--- config.mk ---
export PLATFORM = sky130hd
export DESIGN_NAME = imem_loader
export DESIGN_NICKNAME = d
export VERILOG_FILES = /design/src/rtl/imem_loader_pkg.sv /design/src/rtl/imem_loader_byte_packer.sv /design/src/rtl/imem_loader.sv
export SDC_FILE = /design/constraint.sdc
export NUM_CORES = 1
export LEC_CHECK = 0
export BUFFER_PORTS_ARGS = -buffer_cell sky130_fd_sc_hd__clkbuf_2
export CELL_PAD_IN_SITES_DETAIL_PLACEMENT = 0
export CELL_PAD_IN_SITES_GLOBAL_PLACEMENT = 1
export CORE_MARGIN = 2
export CORE_UTILIZATION = 40
export DETAILED_ROUTE_END_ITERATION = 16
export MAX_ROUTING_LAYER = met4
export PLACE_DENSITY_LB_ADDON = 0.1
export SLEW_MARGIN = 20
export SYNTH_ARGS = -nofsm -noshare
export SYNTH_HDL_FRONTEND = slang
export SYNTH_HIERARCHICAL = 1
export SYNTH_SLANG_ARGS = --single-unit
--- constraint.sdc ---
create_clock -name clk -period 2.1 [get_ports clk]
set_input_delay 0.63 -clock clk [delete_from_list [all_inputs] [get_ports clk]]
set_output_delay 0.63 -clock clk [all_outputs]
set_load 0.03 [all_outputs]
--- src/rtl/imem_loader_pkg.sv ---
// Shared definitions for the instruction-memory loader: FSM encoding and word geometry.
// Optional checksum byte is enabled by defining IMEM_LOADER_CHECKSUM_EN.
package imem_loader_pkg;

   localparam int BYTES_PER_WORD = 4;
   localparam int BYTE_IDX_W     = $clog2(BYTES_PER_WORD);

   typedef enum logic [1:0] {
      ST_IDLE  = 2'd0,
      ST_LOAD  = 2'd1,
      ST_CHECK = 2'd2,
      ST_DONE  = 2'd3
   } state_t;

   // A load request is legal when it asks for at least one word and fits the memory.
   function automatic logic len_in_range(input logic [31:0] len, input logic [31:0] depth);
      return (len != 32'd0) && (len <= depth);
   endfunction

endpackage

--- src/rtl/imem_loader_byte_packer.sv ---
// Little-endian byte-to-word packer: first byte lands in bits [7:0].
// Emits a one-cycle word-valid pulse the cycle after the final byte of a word.
module byte_packer
   import imem_loader_pkg::*;
(
   input  logic        clk,
   input  logic        reset,
   input  logic        i_clr,
   input  logic        i_fire,
   input  logic [7:0]  i_byte,
   output logic        o_last_byte,
   output logic        o_word_valid,
   output logic [31:0] o_word
);

   logic [BYTE_IDX_W-1:0] r_idx;
   logic [31:0]           r_shift;
   logic [31:0]           r_word;
   logic                  r_word_valid;
   logic [31:0]           w_shift_in;

   assign w_shift_in   = {i_byte, r_shift[31:8]};
   assign o_last_byte  = (r_idx == BYTE_IDX_W'(BYTES_PER_WORD - 1));
   assign o_word_valid = r_word_valid;
   assign o_word       = r_word;

   always_ff @(posedge clk or negedge reset) begin
      if (!reset) begin
         r_idx        <= '0;
         r_shift      <= '0;
         r_word       <= '0;
         r_word_valid <= 1'b0;
      end else begin
         r_word_valid <= 1'b0;
         if (i_clr) begin
            r_idx   <= '0;
            r_shift <= '0;
         end else if (i_fire) begin
            r_shift <= w_shift_in;
            if (o_last_byte) begin
               // Separate holding register keeps wdata stable while the next word assembles.
               r_idx        <= '0;
               r_word       <= w_shift_in;
               r_word_valid <= 1'b1;
            end else begin
               r_idx <= r_idx + BYTE_IDX_W'(1);
            end
         end
      end
   end

endmodule

--- src/rtl/imem_loader.sv ---
// Streams program bytes into instruction memory while holding the CPU in reset.
// Define IMEM_LOADER_CHECKSUM_EN to require a trailing XOR checksum byte.
module imem_loader
   import imem_loader_pkg::*;
#(
   parameter int DEPTH_WORDS = 1024,
   parameter int ADDR_W      = 10
) (
   input  logic              clk,
   input  logic              reset,
   input  logic              start,
   input  logic [ADDR_W:0]   len_words,
   input  logic [7:0]        rx_data,
   input  logic              rx_valid,
   output logic              rx_ready,
   output logic              we,
   output logic [ADDR_W-1:0] waddr,
   output logic [31:0]       wdata,
   output logic              cpu_hold,
   output logic              busy,
   output logic              done,
   output logic              err
);

   state_t          r_state;
   state_t          w_state_next;
   logic [ADDR_W:0] r_len;
   logic [ADDR_W:0] r_wcnt;
   logic            r_fin;
   logic            r_err;
   logic            r_hold;
   logic            w_err_next;
   logic            w_hold_next;
   logic            w_start_acc;
   logic            w_len_ok;
   logic            w_load_fire;
   logic            w_last_byte;
   logic            w_last_word;
   logic            w_word_valid;
   logic [31:0]     w_word;
`ifdef IMEM_LOADER_CHECKSUM_EN
   logic [7:0]      r_xor;
   logic            w_ck_bad;
`endif

   assign w_len_ok    = len_in_range(32'(len_words), 32'(DEPTH_WORDS));
   assign w_load_fire = (r_state == ST_LOAD) && rx_valid && rx_ready;
   assign w_last_word = (r_wcnt == (r_len - (ADDR_W+1)'(1)));
`ifdef IMEM_LOADER_CHECKSUM_EN
   assign w_ck_bad    = (rx_data != r_xor);
`endif

   byte_packer u_packer (
      .clk          (clk),
      .reset        (reset),
      .i_clr        (w_start_acc),
      .i_fire       (w_load_fire),
      .i_byte       (rx_data),
      .o_last_byte  (w_last_byte),
      .o_word_valid (w_word_valid),
      .o_word       (w_word)
   );

   always_comb begin
      w_state_next = r_state;
      w_err_next   = r_err;
      w_hold_next  = r_hold;
      w_start_acc  = 1'b0;
      rx_ready     = 1'b0;
      case (r_state)
         ST_IDLE, ST_DONE: begin
            if (start) begin
               w_start_acc = 1'b1;
               w_hold_next = 1'b1;
               if (w_len_ok) begin
                  w_state_next = ST_LOAD;
                  w_err_next   = 1'b0;
               end else begin
                  w_state_next = ST_DONE;
                  w_err_next   = 1'b1;
               end
            end
         end
         ST_LOAD: begin
            // Input is throttled during the final write so no byte past the payload is taken.
            rx_ready = !r_fin;
            if (r_fin) begin
`ifdef IMEM_LOADER_CHECKSUM_EN
               w_state_next = ST_CHECK;
`else
               w_state_next = ST_DONE;
               w_hold_next  = 1'b0;
`endif
            end
         end
         ST_CHECK: begin
`ifdef IMEM_LOADER_CHECKSUM_EN
            rx_ready = 1'b1;
            if (rx_valid) begin
               w_state_next = ST_DONE;
               w_err_next   = w_ck_bad;
               w_hold_next  = w_ck_bad;
            end
`else
            w_state_next = ST_IDLE;
`endif
         end
         default: w_state_next = ST_IDLE;
      endcase
   end

   always_ff @(posedge clk or negedge reset) begin
      if (!reset) begin
         r_state <= ST_IDLE;
         r_len   <= '0;
         r_wcnt  <= '0;
         r_fin   <= 1'b0;
         r_err   <= 1'b0;
         r_hold  <= 1'b1;
`ifdef IMEM_LOADER_CHECKSUM_EN
         r_xor   <= '0;
`endif
      end else begin
         r_state <= w_state_next;
         r_err   <= w_err_next;
         r_hold  <= w_hold_next;
         r_fin   <= w_load_fire && w_last_byte && w_last_word;
         if (w_start_acc) begin
            r_len  <= len_words;
            r_wcnt <= '0;
`ifdef IMEM_LOADER_CHECKSUM_EN
            r_xor  <= '0;
`endif
         end else begin
            if (w_word_valid)
               r_wcnt <= r_wcnt + (ADDR_W+1)'(1);
`ifdef IMEM_LOADER_CHECKSUM_EN
            if (w_load_fire)
               r_xor <= r_xor ^ rx_data;
`endif
         end
      end
   end

   assign we       = w_word_valid;
   assign waddr    = r_wcnt[ADDR_W-1:0];
   assign wdata    = w_word;
   assign cpu_hold = r_hold;
   assign busy     = (r_state == ST_LOAD) || (r_state == ST_CHECK);
   assign done     = (r_state == ST_DONE);
   assign err      = r_err;

endmodule

# Word level (Yosys, flattened, before mapping)

Cells that the tools add are included.

Flip-flop bits (word level): 94
Word-level logic and storage cells: 60
Input bits: 23
Output and inout bits: 48

Add/subtract/negate cells: 3
Muxes and demuxes: 21
Eq/ne operators: 7
$lt $le $gt $ge: 1
Reductions and logical operators: 17
Bitwise gates (word level): 1

Operators by type and width:

| kind                                                                  | number |
|---|---|
| 32-bit 2-to-1 mux                                                     | 2 |
| 11-bit 2-to-1 mux                                                     | 2 |
| 2-bit 2-to-1 mux                                                      | 6 |
| 11-bit by 1-bit adder with 11-bit output (second input constant)      | 1 |
| 11-bit == test                                                        | 1 |
| 11-bit <= comparator (second input constant)                          | 1 |
| 11-bit nonzero test                                                   | 1 |
| 11-bit by 1-bit subtractor with 11-bit output (second input constant) | 1 |
| 1-bit 2-to-1 mux                                                      | 9 |
| 2-bit == test (second input constant)                                 | 3 |
| 2-bit case mux with 3 select lines                                    | 1 |
| 3-bit AND reduction                                                   | 2 |
| 2-bit nonzero test                                                    | 3 |
| 1-bit logical AND                                                     | 5 |
| 2-bit != test (second input constant)                                 | 2 |
| 2-bit AND reduction                                                   | 2 |
| 2-bit by 1-bit adder with 2-bit output (second input constant)        | 1 |
| 2-bit by 1-bit == test with 1-bit output (second input constant)      | 1 |
| 2-bit logical NOT                                                     | 1 |
| 1-bit case mux with 2 select lines                                    | 1 |
| 2-bit OR reduction                                                    | 1 |
| 1-bit logical NOT                                                     | 1 |
| 1-bit logical OR                                                      | 1 |
| 1-bit inverter                                                        | 1 |

# Depth between registers and ports, before layout

Word-level depth: 5
Mapped depth: 9
Gate-level depth less buffers: 7

# Hierarchy

The synthesis kept the hierarchy.

Modules (own cells, without submodules):

| module      | seq. area each (µm²) | area each (µm²) | times used | cells an instance |
|---|---|---|---|---|
| byte_packer | 1,476.4              | 2,413.6         | 1          | 155 |
| imem_loader | 676.9                | 1,695.4         | 1          | 198 |

# Least setup slack after synthesis

OpenSTA, ideal clock, no wires.

Kind: flip-flop to flip-flop
Start point: register r_state[1]
End point: register u_packer.r_word[10] (netlist: u_packer/o_word[10])
Data required time: 1.975 ns
Cell stages (with the launch flop): 9
Setup time: 0.125 ns
Path buffers: 2
Slack: -0.219 ns
Clock period less this slack: 2.319 ns
Data arrival time: 2.194 ns
Cell sequence: dfrtp_1 inv_1 ha_1 nor2b_1 and2_1 buf_4 nand3b_4 buf_6 mux2_4

Elaborated cells between the ends (all ways): 10
Classes of those cells: eq/ne (2); mux (2); bitwise (1); reduce/logical (5)

RTL lines:

| item                                     | line                          | text |
|---|---|---|
| start, declared                          | imem_loader.sv:25             | `state_t r_state;` |
| start signal, assigned                   | imem_loader.sv:124            | `r_state <= w_state_next;` |
| 2-bit by 1-bit == test with 1-bit output | imem_loader.sv:70             | `case (r_state)` |
| 1-bit 2-to-1 mux                         | imem_loader.sv:70             |  |
| named net rx_ready                       | imem_loader.sv:15             | `output logic rx_ready,` |
| 1-bit logical AND                        | imem_loader.sv:47             | `assign w_load_fire = (r_state == ST_LOAD) && rx_valid && rx_ready;` |
| named net w_load_fire                    | imem_loader.sv:36             | `logic w_load_fire;` |
| 3-bit AND reduction (no line)            | --                            |  |
| end signal, assigned                     | imem_loader_byte_packer.sv:43 | `r_word <= w_shift_in;` |
| end, declared                            | imem_loader_byte_packer.sv:18 | `logic [31:0] r_word;` |

The timed path passes the listed nets, and every way through them passes these cells.
A chain may end at the register's enable or synchronous reset.

# Worst setup path after layout

Start point: register r_len[0]
End point: register r_fin

Longest elaborated chain between the ends: 3

Ends and longest elaborated chain:

| item                                          | line               | text |
|---|---|---|
| start, declared                               | imem_loader.sv:27  | `logic [ADDR_W:0] r_len;` |
| start signal, assigned                        | imem_loader.sv:129 | `r_len <= len_words;` |
| 11-bit by 1-bit subtractor with 11-bit output | imem_loader.sv:48  | `assign w_last_word = (r_wcnt == (r_len - (ADDR_W+1)'(1)));` |
| 11-bit == test                                | imem_loader.sv:48  |  |
| 1-bit logical AND                             | imem_loader.sv:127 | `r_fin <= w_load_fire && w_last_byte && w_last_word;` |
| end signal, assigned                          | imem_loader.sv:127 |  |
| end, declared                                 | imem_loader.sv:29  | `logic r_fin;` |

Every way passes these cells.

==> key figures <==
Outcome
  • Status: finished with violations
  • Failing checks: setup timing

Global routing
  • Vias in the first global route: 2782
  • Met1 Use GR: 21.4%
  • Initial antenna violation count: 0
  • Total gr overflow: 0
  • Global-route wire length before repair: 14.2 mm
  • Total GRT Usage: 16.6%
  • Met3 Track Usage GR: 4.39%
  • Most used routing layer: met2
  • M2 GR Usage: 26.5%
  • Largest net degree at the start of global routing: 51

Pwr
  • Total power: 0.00759 W
  • NetSw: 0.00312 W
  • Power Internal: 0.00447 W
  • Seq pwr share: 38.8%
  • Peak supply drop: 0.000790 V
  • Total power per unit cell area: 1540 nW/um^2
  • Net switching fraction of the power: 41.1%
  • Logic pwr share: 45.7%
  • Leak pwr: 2.53 nW
  • Clock power frac: 15.5%

Die
  • Core area: 9860 sq um
  • Initial Utilization: 41.7%
  • Ports: 71
  • DIE WIDTH: 105 um
  • FP Rows: 36
  • Die Area: 11100 sq um
  • Die Y: 105 um

Synth
  • Register area share after synthesis: 52.4%
  • Area leader, netlist: dfrtp_1
  • Unique masters post-synth: 48
  • Cells after synthesis: 353
  • Post-synth ARST share: 100%
  • Syn avg cell area: 11.6 sq um
  • Ranking of synthesized cells by area: dfrtp_1 52%, mux2_4 11%, mux2i_1 6.3%, nor2_1 4.0%, nand2_1 3.9%
  • Yosys warning count: 6
  • Most used DFF post-synth: dfrtp_1
  • Post-Syn Area: 4110 sq um
  • Post-synth EDFFs: 0
  • Register bit count reported by yosys: 86
  • Syn nets: 382
  • Synth top area share: 51.8%

Setup path
  • FF-to-FF setup slack: -50 ps
  • R2R cell count: 7
  • Arrival @ worst endpoint: 2410 ps
  • Critical path required time: 2360 ps
  • Critical R2R Launch: r_len[0]
  • Setup CP Type: reg2reg
  • Critical path launch point type: register
  • Worst-path maximum fanout: 3
  • Setup crit end kind: register
  • R2R Path End: r_fin

Layout
  • Register area: 2150 sq um
  • Layout Cells excl Fill: 567
  • Layout Utilization: 49.9%
  • Multi-input combinational cell area: 1820 sq um
  • Fraction of layout cells with a size suffix above 1: 35.5%
  • Ant diodes: 0
  • Most frequent cells in the layout: 85 x dfrtp_1, 67 x clkbuf_2, 44 x nor2_1, 43 x nand2_1, 29 x mux2_4
  • Fill cell count: 922
  • Final instance area: 4930 sq um
  • Most common cell after layout, fill and taps aside: dfrtp_1
  • Layout Nets: 458
  • Area added between synthesis and finish: 19.9%

CTS
  • Longest Clk Path Bufs: 2
  • Depth of the CTS H-tree: 3
  • Num CTS Buffers: 9
  • CTS tree: built
  • CTS root buffer: clkbuf_8
  • CTS clk-pin slew, worst paths: 90 ps
  • Insertion delay to the later sink of the worst-skew pair: 350 ps
  • CTS Sinks: 86

Drt
  • Post-route ant nets: 0
  • WL final: 8.54 mm
  • TritonRoute pass-1 iters: 4
  • Remaining routing DRC violations: 0
  • Initial DRC count: 110
  • Vias per Instance: 4.85
  • Routed len/inst: 15.1 um
  • DR vias: 2749

Timing
  • Headroom to the max-slew limit: 63.7%
  • Tcrit/Tclk final: 102%
  • RSZ-0062 raised after global routing: yes
  • Final Skew: 13.2 ps
  • Worst-Margin Slew: 544 ps
  • WHS: 207 ps
  • Final Max Slew Viols: 0
  • Final hold vios: 0
  • Crit path time final: 2150 ps
  • Final setup margin: -52.4 ps
  • Setup-failing EPs final: 1
  • FMAX: 0.465 GHz

Place
  • Number of I/O port buffers: 70
  • DP Area: 4670 sq um
  • Inst Count DP: 550
  • Placed wire-length estimate: 6.04 mm
  • Placer congestion estimate: 0.725

Job
  • Max-Cap Viols: 0

Min path
  • Worst Hold Class: in2async
sequential cells by signal (all words and copies together) (netlist names):
signal and flops:
u_packer/o_word 32, u_packer/r_shift 24, r_len 11, r_wcnt 11, r_state 2, u_packer/r_idx 2, cpu_hold 1, err 1
r_fin 1, u_packer/o_word_valid 1
cells by family after synthesis:
kind of cell / share of synthesized area, %
flip-flops: 52.4
AND/OR/NAND/NOR: 14.0
AO/OA/AOI/OAI: 4.08
buffers and inverters: 5.02
XOR/XNOR: 4.90
adder cells (fa/ha/maj): 1.83
multiplexers: 17.8
through the flow:
stage	setup slack, ps	TNS [ps]
3_5_place_dp	-25.1	-25.1
2_1_floorplan	-6.32	-6.32
3_3_place_gp	10.4	0
4_1_cts	-46.4	-46.4
6_report	-52.4	-52.4
5_1_grt	-161	-243
power by group through the flow:
stage	combinational, W	sequential (W)	clock, W
floorplan	0.00188	0.00349	0
global placement	0.00336	0.00296	0
detailed placement	0.00340	0.00298	0
CTS	0.00343	0.00295	0.00123
global route	0.00377	0.00306	0.00130
finish	0.00347	0.00295	0.00117
synthesized netlist by cell type (2+ instances only):
master / count
and3_1: 3
xor2_1: 14
ha_1: 6
xnor2_1: 9
nand3_1: 5
nor4_1: 5
nor3_1: 3
buf_6: 4
mux2i_1: 26
mux2_4: 29
mux2_2: 3
o211ai_1: 2
dfrtp_1: 85
nor2_1: 44
o21ai_0: 8
nand2_1: 43
buf_4: 13
clkbuf_1: 6
a21oi_1: 4
nand4_1: 3
inv_1: 10
a31oi_1: 2
timing repair:
item	4_1_cts	5_1_grt
resized for setup	3	10
hold buffers	0	0
setup endpoints to repair	2	5
setup buffers	0	1
pin swaps	0	4
final cells by class:
type / instances / share of cell area [%]
multi-input combinational: 233 / 36.9
sequential: 86 / 43.7
timing repair buffer: 89 / 11.3
clock inverter: 6 / 1.40
tap: 133 / 3.38
clock buffer: 10 / 2.59
inverter: 10 / 0.762
layer usage:
| metal | wire [um] | part of all wire (%) |
|---|---|---|
| met4 | 41 | 0.48 |
| met1 | 3980 | 47 |
| met2 | 4180 | 49 |
| met5 | 0 | 0 |
| met3 | 329 | 3.9 |
worst max-delay path by stage:
stage,startpoint,endpoint,slack [ps],depth (start not counted)
2_1_floorplan,r_len[0],r_fin,-6,7
3_3_place_gp,r_len[1],r_fin,10,7
3_5_place_dp,r_len[0],r_fin,-30,7
4_1_cts,r_len[0],r_fin,-50,7
5_1_grt,r_len[0],r_fin,-160,7
6_report,r_len[0],r_fin,-50,7
worst max-delay path, cell delays in order, from the launching register on:
cell and delay (ps):
dfrtp_1 400, inv_2 80, ha_4 120, or4b_4 470
or4b_4 500, a21oi_2 160, o32ai_2 90, nor4b_2 260
No activity file was read; power rests on OpenSTA's default activity.
